**src/rtl/mult_arb_pkg.sv**
```systemverilog
// Shared definitions for the shared-multiplier arbiter slice.
package mult_arb_pkg;

  localparam int OP_W   = 32;
  localparam int PROD_W = 64;

  typedef enum logic [1:0] {
    IDLE = 2'd0,
    CALC = 2'd1,
    RESP = 2'd2
  } mult_arb_state_t;

endpackage

```
**src/rtl/multiplier.sv**
```systemverilog
// Purely combinational unsigned 32x32 -> 64 multiplier datapath.
module multiplier
  import mult_arb_pkg::*;
(
  input  logic [OP_W-1:0]   a_i,
  input  logic [OP_W-1:0]   b_i,
  output logic [PROD_W-1:0] p_o
);

  assign p_o = PROD_W'(a_i) * PROD_W'(b_i);

endmodule

```
**src/rtl/rr_arbiter.sv**
```systemverilog
// Request arbiter: round-robin from ptr by default; with
// MULT_ARB_FIXED_PRIO_EN defined, the lowest valid index wins and ptr is ignored.
module rr_arbiter #(
  parameter  int N    = 4,
  localparam int ID_W = $clog2(N)
) (
  input  logic [N-1:0]    req,
  input  logic [ID_W-1:0] ptr,
  output logic [N-1:0]    gnt,
  output logic [ID_W-1:0] gnt_idx
);

  logic found;

`ifdef MULT_ARB_FIXED_PRIO_EN
  logic ptr_unused;
  assign ptr_unused = ^ptr;

  // Lowest set request bit wins.
  always_comb begin
    found   = 1'b0;
    gnt_idx = '0;
    for (int unsigned i = 0; i < N; i++) begin
      if (!found && req[i]) begin
        found   = 1'b1;
        gnt_idx = ID_W'(i);
      end
    end
  end
`else
  int unsigned idx;

  // First set request bit at or after ptr, wrapping N-1 -> 0.
  always_comb begin
    found   = 1'b0;
    gnt_idx = '0;
    idx     = 0;
    for (int unsigned i = 0; i < N; i++) begin
      idx = (int'(ptr) + i) % N;
      if (!found && req[idx]) begin
        found   = 1'b1;
        gnt_idx = ID_W'(idx);
      end
    end
  end
`endif

  assign gnt = found ? ({{(N-1){1'b0}}, 1'b1} << gnt_idx) : '0;

endmodule

```
**src/rtl/mult_share_arbiter.sv**
```systemverilog
// Shares one combinational multiplier among NUM_REQ valid/ready requesters.
// Operands are held LAT cycles before the product is registered and returned
// with the requester index. Optional macro: MULT_ARB_FIXED_PRIO_EN.
module mult_share_arbiter
  import mult_arb_pkg::*;
#(
  parameter  int NUM_REQ = 4,
  parameter  int LAT     = 2,
  localparam int ID_W    = $clog2(NUM_REQ)
) (
  input  logic                    clk,
  input  logic                    rst,
  input  logic [NUM_REQ-1:0]      req_valid,
  output logic [NUM_REQ-1:0]      req_ready,
  input  logic [NUM_REQ*OP_W-1:0] req_a,
  input  logic [NUM_REQ*OP_W-1:0] req_b,
  output logic                    rsp_valid,
  input  logic                    rsp_ready,
  output logic [ID_W-1:0]         rsp_id,
  output logic [PROD_W-1:0]       rsp_p,
  output logic                    busy
);

  localparam int CNT_W = (LAT > 1) ? $clog2(LAT) : 1;

  mult_arb_state_t     state_q;
  logic [CNT_W-1:0]    cnt_q;
  logic [OP_W-1:0]     a_q;
  logic [OP_W-1:0]     b_q;
  logic [ID_W-1:0]     id_q;
  logic                rsp_valid_q;
  logic [ID_W-1:0]     rsp_id_q;
  logic [PROD_W-1:0]   rsp_p_q;

  logic [ID_W-1:0]     ptr;
  logic [NUM_REQ-1:0]  gnt;
  logic [ID_W-1:0]     gnt_idx;
  logic [PROD_W-1:0]   prod;
  logic                accept;

  rr_arbiter #(.N(NUM_REQ)) u_arb (
    .req     (req_valid),
    .ptr     (ptr),
    .gnt     (gnt),
    .gnt_idx (gnt_idx)
  );

  multiplier u_mult (
    .a_i (a_q),
    .b_i (b_q),
    .p_o (prod)
  );

  assign req_ready = (state_q == IDLE && !rst) ? gnt : '0;
  assign accept    = (state_q == IDLE) && (|gnt);

`ifdef MULT_ARB_FIXED_PRIO_EN
  assign ptr = '0;
`else
  logic [ID_W-1:0] ptr_q;
  logic [ID_W-1:0] ptr_d;

  assign ptr   = ptr_q;
  assign ptr_d = (gnt_idx == ID_W'(NUM_REQ - 1)) ? '0 : gnt_idx + 1'b1;

  // Round-robin pointer moves past the winner on every accepted request.
  always_ff @(posedge clk) begin
    if (rst) begin
      ptr_q <= '0;
    end else if (accept) begin
      ptr_q <= ptr_d;
    end
  end
`endif

  // Issue / settle / respond sequencer with registered response outputs.
  always_ff @(posedge clk) begin
    if (rst) begin
      state_q     <= IDLE;
      cnt_q       <= '0;
      a_q         <= '0;
      b_q         <= '0;
      id_q        <= '0;
      rsp_valid_q <= 1'b0;
      rsp_id_q    <= '0;
      rsp_p_q     <= '0;
    end else begin
      case (state_q)
        IDLE: begin
          if (accept) begin
            a_q     <= req_a[OP_W*int'(gnt_idx) +: OP_W];
            b_q     <= req_b[OP_W*int'(gnt_idx) +: OP_W];
            id_q    <= gnt_idx;
            cnt_q   <= CNT_W'(LAT - 1);
            state_q <= CALC;
          end
        end
        CALC: begin
          if (cnt_q == '0) begin
            rsp_p_q     <= prod;
            rsp_id_q    <= id_q;
            rsp_valid_q <= 1'b1;
            state_q     <= RESP;
          end else begin
            cnt_q <= cnt_q - 1'b1;
          end
        end
        RESP: begin
          if (rsp_ready) begin
            rsp_valid_q <= 1'b0;
            state_q     <= IDLE;
          end
        end
        default: state_q <= IDLE;
      endcase
    end
  end

  assign rsp_valid = rsp_valid_q;
  assign rsp_id    = rsp_id_q;
  assign rsp_p     = rsp_p_q;
  assign busy      = (state_q != IDLE);

endmodule

```
**config.mk**
```make
export PLATFORM = sky130hd
export DESIGN_NAME = mult_share_arbiter
export DESIGN_NICKNAME = d
export VERILOG_FILES = /design/src/rtl/mult_arb_pkg.sv /design/src/rtl/multiplier.sv /design/src/rtl/rr_arbiter.sv /design/src/rtl/mult_share_arbiter.sv
export SDC_FILE = /design/constraint.sdc
export NUM_CORES = 2
export LEC_CHECK = 0
export ABC_AREA = 1
export BUFFER_PORTS_ARGS = -buffer_cell sky130_fd_sc_hd__buf_2
export CORE_UTILIZATION = 58
export DETAILED_ROUTE_END_ITERATION = 16
export PLACE_DENSITY = 0.8
export SLEW_MARGIN = 15
export SYNTH_ARGS = -nofsm -noshare
export SYNTH_HDL_FRONTEND = slang
export SYNTH_SLANG_ARGS = --single-unit
```
**constraint.sdc**
```tcl
create_clock -name clk -period 5.8 [get_ports clk]
set_input_delay 0.29 -clock clk [delete_from_list [all_inputs] [get_ports clk]]
set_output_delay 0.29 -clock clk [all_outputs]
set_load 0.005 [all_outputs]
```
# After elaboration in Yosys (flattened, before gate mapping)
# Cells that the tools add are included.
# op_classes
n_shift	3
n_mux	29
bitwise	1
add_sub_neg	5
multipliers	1
magnitude_cmp	4
eq_ne	6
reduce_logical	19
# op_table
operator	count
128-bit by 8-bit variable part select with 32-bit output	2
32-bit by 32-bit multiplier with 64-bit output	1
2-bit 2-to-1 mux	8
2-bit by 3-bit < comparator with 1-bit output, second input constant	4
1-bit 2-to-1 mux	12
1-bit binary-select mux with 2-bit select	4
4-bit 2-to-1 mux	2
2-bit inequality test, second input constant	3
2-bit case mux with 3 select lines	1
2-bit AND reduction	3
3-bit AND reduction	2
2-bit nonzero test	3
1-bit logical AND	5
2-bit by 1-bit adder with 2-bit output, second input constant	2
2-bit adder, second input constant	2
2-bit equality test, second input constant	2
1-bit logical NOT	4
1-bit case mux with 2 select lines	2
4-bit OR reduction	1
1-bit by 2-bit left shift with 4-bit output, first input constant	1
2-bit by 1-bit equality test with 1-bit output, second input constant	1
2-bit logical NOT	1
1-bit NOT	1
1-bit subtractor, second input constant	1
# totals
output_inout_bits	72
ff_bits	138
inputBits	263
word_cells	77

# Depth between registers and ports, before layout
# depth
word_depth	18
ltp_mapped	31
ltp_nobuf	29

# Cells and area by module
# Synthesis repeated with hierarchy kept, for this count alone.
# hier_totals
hier_cells	6517
hier_area_um2	44796.7
# modules_own_cells
module	area_per_inst_um2	cells_per_inst	n_inst
multiplier	36068.3	4953	1
mult_share_arbiter	8419.3	1497	1
rr_arbiter	309.0	67	1

# Least setup slack after synthesis
# No wires, ideal clock.
# synth_timing
path_type	register to register
from	reg b_q[5]
to	reg rsp_p_q[60] (netlist: rsp_p[60])
path_slack_ns	-0.585
t_arrival_ns	6.276
stages_incl_launch_ff	29
n_path_buf	2
synth_period_minus_slack_ns	6.385
cell_sequence	dfxtp_1 > clkbuf_1 > clkbuf_1 > nand2_1 > fa_1 > inv_1 > fa_1 > fa_1 > inv_1 > fa_1 > inv_1 > fa_1 > fa_1 > fa_1 > inv_1 > fa_1 > inv_1 > ha_1 > nand2_1 > nor2_1 > inv_1 > nor2_1 > inv_1 > nor4_1 > nand2_1 > nand3_1 > nand3_1 > nand2_1 > inv_1
# synth_via
elab_chain_len	1
# synth_lines
element	line_no	rtl
from (decl)	mult_share_arbiter.sv:29	logic [OP_W-1:0] b_q;
from (signal assigned)	mult_share_arbiter.sv:92	b_q <= req_b[OP_W*int'(gnt_idx) +: OP_W];
32-bit by 32-bit multiplier with 64-bit output	multiplier.sv:10	assign p_o = PROD_W'(a_i) * PROD_W'(b_i);
to (signal assigned)	mult_share_arbiter.sv:100	rsp_p_q <= prod;
to (decl)	mult_share_arbiter.sv:33	logic [PROD_W-1:0] rsp_p_q;
# Every way passes these cells.
# A chain may end at the register's enable or synchronous reset.

# Worst setup path in the final report
# layout_timing
from	reg b_q[8]
to	reg rsp_p_q[63] (netlist: rsp_p[63])
# The elaborated chain is that of the path after synthesis.

==> flow_summary.json <==
{
  "worst_pin_slew_ns": 0.8688,
  "path_common_cell": "sky130_fd_sc_hd__fa_1",
  "fin_crit_ns": 6.998,
  "postSynthRegisterBits": 138,
  "initial_util": 0.5883,
  "detailedRoute.firstPassIterationCount": 10,
  "slowest_delay_ns": 0.74,
  "maxClockFrequency_mhz": 142.9,
  "drt-initial-drc-count": 4554,
  "wire_per_inst_um": 20.00,
  "final-instance-count-excl-fill": 7736,
  "finalWorstSetupSlack_ns": -1.198,
  "place.port_buffers": 334,
  "timing.final.setup_violations": 54,
  "placed_cells": 7600,
  "synth_edf_count": 0,
  "violations": "negative setup slack",
  "final_min_period_over_clock_period": 1.207,
  "clk_transition_reported_paths_ns": 0.07,
  "post-route-drc-count": 0,
  "floorplan.rows": 100,
  "synth_cell_type_count": 31,
  "clkSinkCount": 138,
  "grt_setup_unrepaired": "true",
  "syn-mean-instance-area_um2": 7.053,
  "yosys_warnings": 0,
  "max-cap-violations": 0,
  "seq_area_frac_synth": 0.06276,
  "clock_tree_from_tritoncts": "built",
  "cp_max_fo": 6,
  "route.detailed.vias_per_inst": 5.497,
  "pin_count": 335,
  "worst_setup_path_start_kind": "flip-flop",
  "core_area_um2": 74820,
  "routed-via-count": 42520,
  "worst_skew_pair.late_latency_ns": 0.50,
  "die_height_um": 277.5,
  "ys_dominant_reg_cell": "sky130_fd_sc_hd__dfxtp_1",
  "first_global_vias": 44350,
  "crit_type": "reg -> reg",
  "min-delay-path-class": "in -> reg",
  "drt-total-wl_um": 154700,
  "drtAntennaViolNets": 0,
  "worst-endpoint-arrival_ns": 7.39,
  "globalRouteTotalUtil": 0.3854,
  "clock-root-buffer": "sky130_fd_sc_hd__clkbuf_16",
  "number_of_antenna_violations_at_the_first_check_in_global_routing": 2,
  "layout_common_cells": "sky130_fd_sc_hd__inv_1, sky130_fd_sc_hd__nand2_1, sky130_fd_sc_hd__fa_1",
  "final_slew_violations": 0,
  "grt_max_degree": 78,
  "final_net_count": 8177,
  "mappedNetlistNets": 7667,
  "layout-area-overhead-vs-synth_pct": 23.67,
  "timing.critical_path.to_type": "flip-flop",
  "grt_pass1_wl_um": 231500,
  "place.gp.congestion": 1.016,
  "slowest_stage": "sky130_fd_sc_hd__fa_1",
  "numCtsBuffers": 17,
  "slew_headroom": 0.4187,
  "grt_overflow": 0,
  "final_common_cell": "sky130_fd_sc_hd__inv_1",
  "status": "finished with violations",
  "die_area_um2": 77000,
  "htree_num_levels": 4,
  "cts.path.max_buffers": 2,
  "final_layout_size_suffix_gt1_frac": 0.2190,
  "required_ns": 6.19,
  "timing_hold_violations_final": 0,
  "detailedPlacementHpwl_um": 111500,
  "clock-skew-final_ns": 0.02008,
  "synthCells": 6241,
  "netlist_area_um2": 44020,
  "die_w_um": 277.5,
  "async_set_reset_flop_share_out_of_synthesis": 0
}
worst paths after layout:
check                           depth (start not counted)  startpoint  slack, ns         end
worst max-delay path                                   29      b_q[8]      -1.20   rsp_p[63]
worst max register to register                         29      b_q[8]      -1.20   rsp_p[63]
worst min-delay path                                    3   rsp_ready       0.08  state_q[1]
worst min register to register                          2   rsp_valid       0.48   rsp_valid
metrics by stage:
step / hold WS, ns / utilization / setup slack [ns] / TNS, ns / area (um^2)
2_1_floorplan: 0.4495 / - / -0.3023 / -9.816 / 45250
3_3_place_gp: 0.4651 / 0.6682 / -0.8079 / -34.83 / 50000
4_1_cts: 0.06072 / 0.7104 / -0.7129 / -31.33 / 53150
5_1_grt: 0.08117 / 0.7274 / -1.377 / -60.02 / 54430
6_report: 0.07673 / 0.7275 / -1.198 / -51.49 / 54440
3_5_place_dp: 0.4602 / 0.6682 / -0.8561 / -37.33 / 50000
layer usage:
| metal | part of all wire | global-route usage | vias up |
|---|---|---|---|
| met1 | 0.35 | 0.4614 | 20400 |
| li1 | - | - | 18490 |
| met3 | 0.11 | 0.07117 | 937 |
| met2 | 0.47 | 0.6455 | 2690 |
| met4 | 0.080 | 0.2349 | 4 |
| met5 | 0.00021 | 0 | - |
cells in the mapped netlist (10+ instances only):
| master | number | area share |
|---|---|---|
| sky130_fd_sc_hd__nand3b_1 | 55 | 0.0094 |
| sky130_fd_sc_hd__nand4_1 | 16 | 0.0023 |
| sky130_fd_sc_hd__clkbuf_1 | 284 | 0.024 |
| sky130_fd_sc_hd__buf_2 | 41 | 0.0047 |
| sky130_fd_sc_hd__inv_1 | 1924 | 0.16 |
| sky130_fd_sc_hd__ha_1 | 267 | 0.076 |
| sky130_fd_sc_hd__a21oi_1 | 102 | 0.012 |
| sky130_fd_sc_hd__nand2_1 | 1702 | 0.15 |
| sky130_fd_sc_hd__fa_1 | 896 | 0.41 |
| sky130_fd_sc_hd__buf_4 | 15 | 0.0026 |
| sky130_fd_sc_hd__o21bai_1 | 28 | 0.0048 |
| sky130_fd_sc_hd__o21ai_0 | 97 | 0.011 |
| sky130_fd_sc_hd__nand3_1 | 290 | 0.033 |
| sky130_fd_sc_hd__xor2_1 | 22 | 0.0044 |
| sky130_fd_sc_hd__dfxtp_1 | 138 | 0.063 |
| sky130_fd_sc_hd__o21a_1 | 29 | 0.0049 |
| sky130_fd_sc_hd__nor2_1 | 280 | 0.024 |
| sky130_fd_sc_hd__nor3_1 | 10 | 0.0011 |
cells by family after synthesis:
kind of cell | share of synthesized area
simple gates | 0.2167
buf+inv | 0.1976
xor+xnor | 0.005173
flops | 0.06276
fa+ha+maj | 0.4834
compound gates | 0.03439
cell type report:
cell class	count	area, um^2
antenna	3	7.507
clock buffer	18	429.2
clock inverter	14	158.9
fill	5333	20390
inverter	1931	7259
multi-input combinational	3823	35130
sequential	138	2851
tap	969	1212
timing repair buffer	840	7391
worst max-delay path: cells and delay by family (launching register included):
family / cells / cell delay [ns]
and+or+nand+nor: 9 / 0.75
adders and majority gates: 9 / 4.62
DFF: 1 / 0.40
AOI/OAI and AO/OA: 3 / 0.47
buffers and inverters: 8 / 0.65
registers in the layout, summed over array words and instances (netlist names):
signal and flops:
rsp_p 64, a_q 32, b_q 32, state_q 2, id_q 2, rsp_id 2
cnt_q 1, rsp_valid 1, ptr 2
timing repair:
action,4_1_cts,5_1_grt
hold buffers,0,0
cloned,14,11
buffers inserted,46,32
pin swaps,141,170
resized for setup,493,241
endpoints found under the setup margin,54,54
Power is not shown: default switching activity piles up to over one toggle a cycle in this logic, so the estimate is an artifact.
